**src/rtl/sr_pkg.sv**
```systemverilog
// Shared definitions for the SER/SRCLK/RCLK shift-register bus.
package sr_pkg;
  localparam int DATA_W = 8;

  typedef enum logic {
    IDLE  = 1'b0,
    SHIFT = 1'b1
  } rx_state_e;
endpackage

```
**src/rtl/sr_receiver_if.sv**
```systemverilog
// Pin-level bus plus the receiver's frame outputs.
interface sr_receiver_if #(
  parameter int DATA_W = sr_pkg::DATA_W
);
  logic              SRCLK;
  logic              RCLK;
  logic              SER;
  logic [DATA_W-1:0] data;
  logic              data_valid;
  logic              frame_err;
  logic              busy;

  modport master (
    output SRCLK, RCLK, SER,
    input  data, data_valid, frame_err, busy
  );

  modport slave (
    input  SRCLK, RCLK, SER,
    output data, data_valid, frame_err, busy
  );
endinterface

```
**src/rtl/sr_sync_edge.sv**
```systemverilog
// Multi-flop synchronizer followed by one aligning flop; optional registered rising-edge output.
module sr_sync_edge #(
  parameter int SYNC_STAGES = 2,
  parameter bit EDGE_EN     = 1'b1
) (
  input  logic clk,
  input  logic rst,
  input  logic d,
  output logic lvl,
  output logic rise
);
  logic [SYNC_STAGES-1:0] sync_q;

  // lvl is the delayed copy used for edge detect; level-only users tap it too so
  // every instance has identical depth and bus alignment is preserved.
  always_ff @(posedge clk) begin
    if (rst) begin
      sync_q <= '0;
      lvl    <= 1'b0;
    end else begin
      sync_q <= {sync_q[SYNC_STAGES-2:0], d};
      lvl    <= sync_q[SYNC_STAGES-1];
    end
  end

  generate
    if (EDGE_EN) begin : g_edge
      always_ff @(posedge clk) begin
        if (rst) rise <= 1'b0;
        else     rise <= sync_q[SYNC_STAGES-1] & ~lvl;
      end
    end else begin : g_no_edge
      assign rise = 1'b0;
    end
  endgenerate
endmodule

```
**src/rtl/sr_receiver.sv**
```systemverilog
// Deserializing receiver: shifts SER MSB-first on SRCLK, latches a frame on RCLK.
module sr_receiver #(
  parameter int DATA_W      = sr_pkg::DATA_W,
  parameter int SYNC_STAGES = 2
) (
  input  logic           clk,
  input  logic           rst,
  sr_receiver_if.slave   bus
);
  import sr_pkg::*;

  localparam int              CNT_W   = $clog2(DATA_W) + 2;
  localparam logic [CNT_W-1:0] CNT_MAX = '1;
  localparam logic [CNT_W-1:0] CNT_FULL = CNT_W'(DATA_W);

  logic ser_s, srclk_rise, rclk_rise;
  logic srclk_lvl_unused, rclk_lvl_unused, ser_rise_unused;

  sr_sync_edge #(.SYNC_STAGES(SYNC_STAGES), .EDGE_EN(1'b1)) u_srclk (
    .clk(clk), .rst(rst), .d(bus.SRCLK), .lvl(srclk_lvl_unused), .rise(srclk_rise));
  sr_sync_edge #(.SYNC_STAGES(SYNC_STAGES), .EDGE_EN(1'b1)) u_rclk (
    .clk(clk), .rst(rst), .d(bus.RCLK), .lvl(rclk_lvl_unused), .rise(rclk_rise));
  sr_sync_edge #(.SYNC_STAGES(SYNC_STAGES), .EDGE_EN(1'b0)) u_ser (
    .clk(clk), .rst(rst), .d(bus.SER), .lvl(ser_s), .rise(ser_rise_unused));

  rx_state_e         state_q, state_d;
  logic [DATA_W-1:0] sr_q, sr_d;
  logic [CNT_W-1:0]  cnt_q, cnt_d, cnt_inc;
  logic [DATA_W-1:0] data_q, data_d;
  logic              dv_q, dv_d, err_q, err_d;

  always_ff @(posedge clk) begin
    if (rst) begin
      state_q <= IDLE;
      sr_q    <= '0;
      cnt_q   <= '0;
      data_q  <= '0;
      dv_q    <= 1'b0;
      err_q   <= 1'b0;
    end else begin
      state_q <= state_d;
      sr_q    <= sr_d;
      cnt_q   <= cnt_d;
      data_q  <= data_d;
      dv_q    <= dv_d;
      err_q   <= err_d;
    end
  end

  // Shift is resolved before the latch so a coincident SRCLK/RCLK edge counts its bit.
  always_comb begin
    sr_d    = sr_q;
    cnt_inc = cnt_q;
    state_d = state_q;
    data_d  = data_q;
    dv_d    = 1'b0;
    err_d   = err_q;
    if (srclk_rise) begin
      sr_d    = {sr_q[DATA_W-2:0], ser_s};
      cnt_inc = (cnt_q == CNT_MAX) ? cnt_q : cnt_q + 1'b1;
      state_d = SHIFT;
    end
    cnt_d = cnt_inc;
    if (rclk_rise) begin
      data_d  = sr_d;
      dv_d    = 1'b1;
      err_d   = (cnt_inc != CNT_FULL);
      cnt_d   = '0;
      state_d = IDLE;
    end
  end

  assign bus.data       = data_q;
  assign bus.data_valid = dv_q;
  assign bus.frame_err  = err_q;
  assign bus.busy       = (state_q == SHIFT);
endmodule

```
**src/flat_wrapper.sv**
```systemverilog
// flat-port wrapper written by rule: the top's interface ports become plain ports
module sr_receiver_flat import sr_pkg::*;
#(
  parameter int DATA_W      = sr_pkg::DATA_W,
  parameter int SYNC_STAGES = 2
)
  (clk, rst, bus_SRCLK, bus_RCLK, bus_SER, bus_data, bus_data_valid, bus_frame_err, bus_busy);
  sr_receiver_if #(.DATA_W(DATA_W)) bus_i ();
  input  logic clk;
  input  logic rst;
  input wire logic [$bits(bus_i.SRCLK)-1:0] bus_SRCLK;
  input wire logic [$bits(bus_i.RCLK)-1:0] bus_RCLK;
  input wire logic [$bits(bus_i.SER)-1:0] bus_SER;
  output wire logic [$bits(bus_i.data)-1:0] bus_data;
  output wire logic [$bits(bus_i.data_valid)-1:0] bus_data_valid;
  output wire logic [$bits(bus_i.frame_err)-1:0] bus_frame_err;
  output wire logic [$bits(bus_i.busy)-1:0] bus_busy;
  assign bus_i.SRCLK = bus_SRCLK;
  assign bus_i.RCLK = bus_RCLK;
  assign bus_i.SER = bus_SER;
  assign bus_data = bus_i.data;
  assign bus_data_valid = bus_i.data_valid;
  assign bus_frame_err = bus_i.frame_err;
  assign bus_busy = bus_i.busy;
  sr_receiver #(.DATA_W(DATA_W), .SYNC_STAGES(SYNC_STAGES)) u_core (.clk(clk), .rst(rst), .bus(bus_i));
endmodule
```
**config.mk**
```make
export PLATFORM = sky130hd
export DESIGN_NAME = sr_receiver_flat
export DESIGN_NICKNAME = d
export VERILOG_FILES = /design/src/rtl/sr_pkg.sv /design/src/rtl/sr_receiver_if.sv /design/src/rtl/sr_sync_edge.sv /design/src/rtl/sr_receiver.sv /design/src/flat_wrapper.sv
export SDC_FILE = /design/constraint.sdc
export NUM_CORES = 1
export LEC_CHECK = 0
export ABC_CLOCK_PERIOD_IN_PS = 1700
export CAP_MARGIN = 30
export CORE_MARGIN = 10
export CORE_UTILIZATION = 50
export CTS_BUF_LIST = sky130_fd_sc_hd__clkbuf_4
export CTS_CLUSTER_DIAMETER = 150
export CTS_CLUSTER_SIZE = 25
export DETAILED_ROUTE_END_ITERATION = 7
export DONT_BUFFER_PORTS = 1
export PLACE_DENSITY_LB_ADDON = 0.15
export RECOVER_POWER = 100
export REMOVE_ABC_BUFFERS = 1
export SETUP_SLACK_MARGIN = 0.1
export SLEW_MARGIN = 30
export SYNTH_ARGS = -nofsm -noshare
export SYNTH_HDL_FRONTEND = slang
export SYNTH_SLANG_ARGS = --single-unit
```
**constraint.sdc**
```tcl
create_clock -name clk -period 1.7 [get_ports clk]
set_clock_uncertainty 0.1 [all_clocks]
set_input_delay 0.17 -clock clk [delete_from_list [all_inputs] [get_ports clk]]
set_output_delay 0.17 -clock clk [all_outputs]
set_load 0.02 [all_outputs]
```
Word level (Yosys, flattened, before mapping)
Index checks and enable logic that the tools add are counted.

storage, ports and cells
  ROM bits = 0
  memories kept = 0
  bits of input ports = 5
  RAM bits = 0
  register bits after elaboration = 35
  logic and storage cells = 26
  bits in latches = 0

cells by class
  shifts and indexed selects = 0
  $add $sub $neg = 1
  order comparisons = 0
  bitwise logic cells = 4
  mux-type cells = 4
  divide/modulo/power cells = 0
  $mul = 0
  equal/unequal tests = 2
  reductions and logical operators = 1

operator list
  cell                                                                     number
  5-bit 2-to-1 mux                                                         2
  8-bit 2-to-1 mux                                                         1
  5-bit by 1-bit adder with 5-bit output, second input constant            1
  5-bit == test, second input constant                                     1
  5-bit by 4-bit inequality test with 1-bit output, second input constant  1
  1-bit AND                                                                2
  1-bit NOT                                                                2
  2-bit OR reduction                                                       1
  1-bit 2-to-1 mux                                                         1

Depth between registers and ports, before layout
  depth after elaboration = 4
  mapped depth = 5
  gate-level depth less buffers = 5

By module
Synthesis repeated with hierarchy kept, for this count alone.

unflattened totals
  cell total of the unflattened synthesis = 122
  area total of the unflattened synthesis = 1241.2 um^2

by module, submodules not included
  module                             instances  area each (um^2)  cells each
  sr_receiver                        1          928.4             98
  sr_sync_edge at u_core.u_rclk ...  2          111.4             8
  sr_sync_edge at u_core.u_ser       1          90.1              8

Worst setup path after synthesis
No wires, ideal clock.

  path kind = register to register
  start point = reg u_core.cnt_q[0]
  end point = reg u_core.err_q, in the netlist u_core.bus.frame_err
  setup slack = 0.268 ns
  data arrival time = 1.207 ns
  setup time = 0.125 ns
  path buffers = 0
  stages on the path, launching flop included = 6
  cell sequence = dfxtp_1 ha_1 nand2_1 and3b_2 a21oi_1 o41a_1

between the ends
  longest elaborated chain between the ends = 4
  elaborated cells between the ends (all ways) = 5

RTL lines
  what                                                                     RTL line           text
  from (decl)                                                              sr_receiver.sv:28  logic [CNT_W-1:0] cnt_q, cnt_d, cnt_inc;
  from (signal assigned)                                                   sr_receiver.sv:43  cnt_q <= cnt_d;
  5-bit by 1-bit adder with 5-bit output or 5-bit == test (tied branches)  sr_receiver.sv:60  cnt_inc = (cnt_q == CNT_MAX) ? cnt_q : cnt_q + 1'b1;
  5-bit 2-to-1 mux                                                         sr_receiver.sv:60
  5-bit 2-to-1 mux (*)                                                     sr_receiver.sv:58  if (srclk_rise) begin
  5-bit by 4-bit inequality test with 1-bit output (*)                     sr_receiver.sv:67  err_d = (cnt_inc != CNT_FULL);
  to (signal assigned)                                                     sr_receiver.sv:46  err_q <= err_d;
  to (decl)                                                                sr_receiver.sv:30  logic dv_q, dv_d, err_q, err_d;

Mark *: on every way between the ends. The rest lies on a longest branch, timed or not.
A chain may end at the register's enable or synchronous reset.

Worst setup path in the final report
  start point = reg u_core.cnt_q[1]
  end point = reg u_core.err_q, in the netlist u_core.bus.frame_err

Same word-level chain as after synthesis.

==> flow_metrics.env <==
export IMPL_status="complete, no violations"
export IMPL_yosysSeqAreaShare_pct=56.91
export IMPL_path_clk_slew_ns=0.11
export IMPL_wl_per_cell_microns=12.68
export IMPL_htreeDepth=2
export IMPL_hold_class="in -> reg"
export IMPL_cp_slowest_stage_delay_ns=0.39
export IMPL_cts_max_path_buffers=2
export IMPL_antenna_found_initial=0
export IMPL_period_needed_ns=1.525
export IMPL_grt_pass1_wl_mm=3.450
export IMPL_drv_slew=0
export IMPL_place_inst=140
export IMPL_drt_iter0_drc=46
export IMPL_postRouteAntennaNets=0
export IMPL_cp_start_kind="flip-flop"
export IMPL_max_freq_ghz=0.6556
export IMPL_rsz0062_at_grt="no"
export IMPL_wl_mm=1.927
export IMPL_period_share_pct=89.72
export IMPL_worst_path_max_fanout=5
export IMPL_cp_arrival_ns=1.64
export IMPL_tightestPinTransition_ns=0.4661
export IMPL_syn_to_final_growth_pct=7.926
export IMPL_via_per_inst=5.257
export IMPL_post_cts_buffers=0
export IMPL_start_util_pct=54.10
export IMPL_drc_errors=0
export IMPL_tns_ns=0
export IMPL_routabilityCongestion=0.6922
export IMPL_grt_pass1_vias=748
export IMPL_crit_type="reg -> reg"
export IMPL_drt_pass1_iter_count=5
export IMPL_cts_tree="yes"
export IMPL_root_buffer="clkbuf_4"
export IMPL_final_cells=152
export IMPL_core_sq_um=2276
export IMPL_max_cap_violations=0
export IMPL_powerDensity_nw_per_um2=1107
export IMPL_met3WireLength_microns=183
export IMPL_synthFlopType="dfxtp_1"
export IMPL_max_slew_margin_pct=68.93
export IMPL_dr_wl_met2_microns=858
export IMPL_crit_slowest_cell="dfxtp_1"
export IMPL_met1_length_microns=851
export IMPL_clock_latency_ns=0.33
export IMPL_synth_edff_count=0
export IMPL_final_net_count=129
export IMPL_die_h_microns=69.62
export IMPL_avgSynthCellArea_sq_um=10.43
export IMPL_track_usage_pct=8.501
export IMPL_top_layer="met4"
export IMPL_post_dp_hpwl_mm=1.319
export IMPL_cts_sinks=35
export IMPL_syn_inst=118
export IMPL_die_x_microns=69.62
export IMPL_ys_ff_latch=35
export IMPL_grt_start_max_net_pins=29
export IMPL_crit_chain="ha_1 > nand4_1 > nand2_2 > mux2i_1 > o41a_1"
export IMPL_drive_gt1_share_pct=12.10
export IMPL_power_leakage_nw=0.4963
export IMPL_synth_async_reset_ratio_pct=0
export IMPL_yosysWarnings=0
export IMPL_vias=799
export IMPL_dieArea_sq_um=4847
export IMPL_netlist_area_sq_um=1231
export IMPL_finalSetupViolations=0
export IMPL_critPathRequiredTime_ns=1.81
export IMPL_fp_row_count=17
export IMPL_io_pins=16
export IMPL_cp_end_kind="flip-flop"
export IMPL_num_antenna_cells=0
export IMPL_io_buffers=0
export IMPL_ir_drop_mv=0.6816
export IMPL_synth_cell_types=26
export IMPL_final_hold_viol_count=0
export IMPL_overflow=0
export IMPL_cts_buffers=5
-- kinds of logic after synthesis --
family	Yosys count	synth area share [%]
adders and majority gates	1	1.016
buffers and inverters	9	5.589
and+or+nand+nor	45	17.99
AOI/OAI and AO/OA	18	10.47
DFF	35	56.91
muxes	9	7.317
xor gates and xnor gates	1	0.7115
-- metrics by stage --
stage | instance area (sq um) | util, % | hold slack (ns) | setup slack, ns | power, mW
global placement | 1216 | 53.44 | 0.1448 | 0.2272 | 0.9145
floorplan | 1166 | - | 0.1416 | 0.1577 | 0.9058
global route | 1329 | 58.38 | 0.1871 | 0.07444 | 1.544
detailed placement | 1216 | 53.44 | 0.1470 | 0.1724 | 0.9160
CTS | 1333 | 58.55 | 0.2836 | 0.1023 | 1.493
finish | 1329 | 58.38 | 0.1658 | 0.1747 | 1.471
-- registers in the layout, summed over array words and instances (netlist names) --
| register | flops |
|---|---|
| u_core.u_srclk.rise | 1 |
| u_core.bus.data | 8 |
| u_core.bus.data_valid | 1 |
| u_core.cnt_q | 5 |
| u_core.bus.busy | 1 |
| u_core.sr_q | 8 |
| u_core.u_ser.sync_q | 2 |
| u_core.u_rclk.sync_q | 2 |
| u_core.u_rclk.rise | 1 |
| u_core.u_srclk.lvl | 1 |
| u_core.u_ser.lvl | 1 |
| u_core.bus.frame_err | 1 |
| u_core.u_srclk.sync_q | 2 |
| u_core.u_rclk.lvl | 1 |
-- power breakdown --
| part | switching (mW) | total [mW] | leakage (nW) | internal (mW) |
|---|---|---|---|---|
| sequential | 0.0212 | 0.860 | 0.285 | 0.839 |
| clock | 0.257 | 0.560 | 0.0426 | 0.302 |
| combinational | 0.0268 | 0.0508 | 0.169 | 0.0240 |
-- timing repair --
item | in CTS | in global routing
hold buffers | 4 | 0
resized for setup | 0 | 2
endpoints found under the hold margin | 35 | 0
setup endpoints to repair | 0 | 1
-- critical path: cells and delay by family (launching register included) --
family | cells | cell delay (ns)
fa+ha+maj | 1 | 0.25
compound gates | 1 | 0.30
mux | 1 | 0.08
simple gates | 2 | 0.29
flops | 1 | 0.39
-- worst paths after layout --
check	end	slack, ns	from	cells past startpoint
worst min-delay path	u_core.sr_q[0]	0.17	rst	2
worst min register to register	u_core.u_srclk.rise	0.28	u_core.u_srclk.lvl	1
worst max register to register	u_core.bus.frame_err	0.17	u_core.cnt_q[1]	5
worst max-delay path	u_core.bus.frame_err	0.17	u_core.cnt_q[1]	5
-- per-layer routing --
layer | vias up | track usage [%]
li1 | 408 | -
met1 | 361 | 10.01
met2 | 25 | 11.79
met3 | 5 | 4.850
met4 | 0 | 4.565
met5 | - | 0
-- layout by cell type, fill, tap and decap left out, types with 2 or more instances in the layout --
cell           netlist  layout
a21oi_1              5       5
nor2b_1             12      12
nor2_1              24      24
a211oi_1             9       9
clkbuf_4             0       5
buf_4                1       2
dlygate4sd3_1        0       3
mux2i_1              9       9
dfxtp_1             35      34
nand2_1              2       2
-- cell usage after synthesis, types with 2 or more instances --
cell type / instances / area [sq um]
dfxtp_1: 35 / 700.7
nor2_1: 24 / 90.09
nor2b_1: 12 / 75.07
a211oi_1: 9 / 67.56
mux2i_1: 9 / 90.09
a21oi_1: 5 / 25.02
clkbuf_8: 3 / 41.29
clkbuf_1: 2 / 7.510
nand2_1: 2 / 7.510
-- cell type report --
| cell class | count | area [sq um] |
|---|---|---|
| fill | 196 | 947.2 |
| sequential | 35 | 701.9 |
| multi-input combinational | 74 | 461.7 |
| timing repair buffer | 6 | 50.05 |
| clock inverter | 3 | 38.79 |
| clock buffer | 5 | 37.54 |
| tap | 28 | 35.03 |
| inverter | 1 | 3.754 |
No activity file was read; power rests on OpenSTA's default activity.
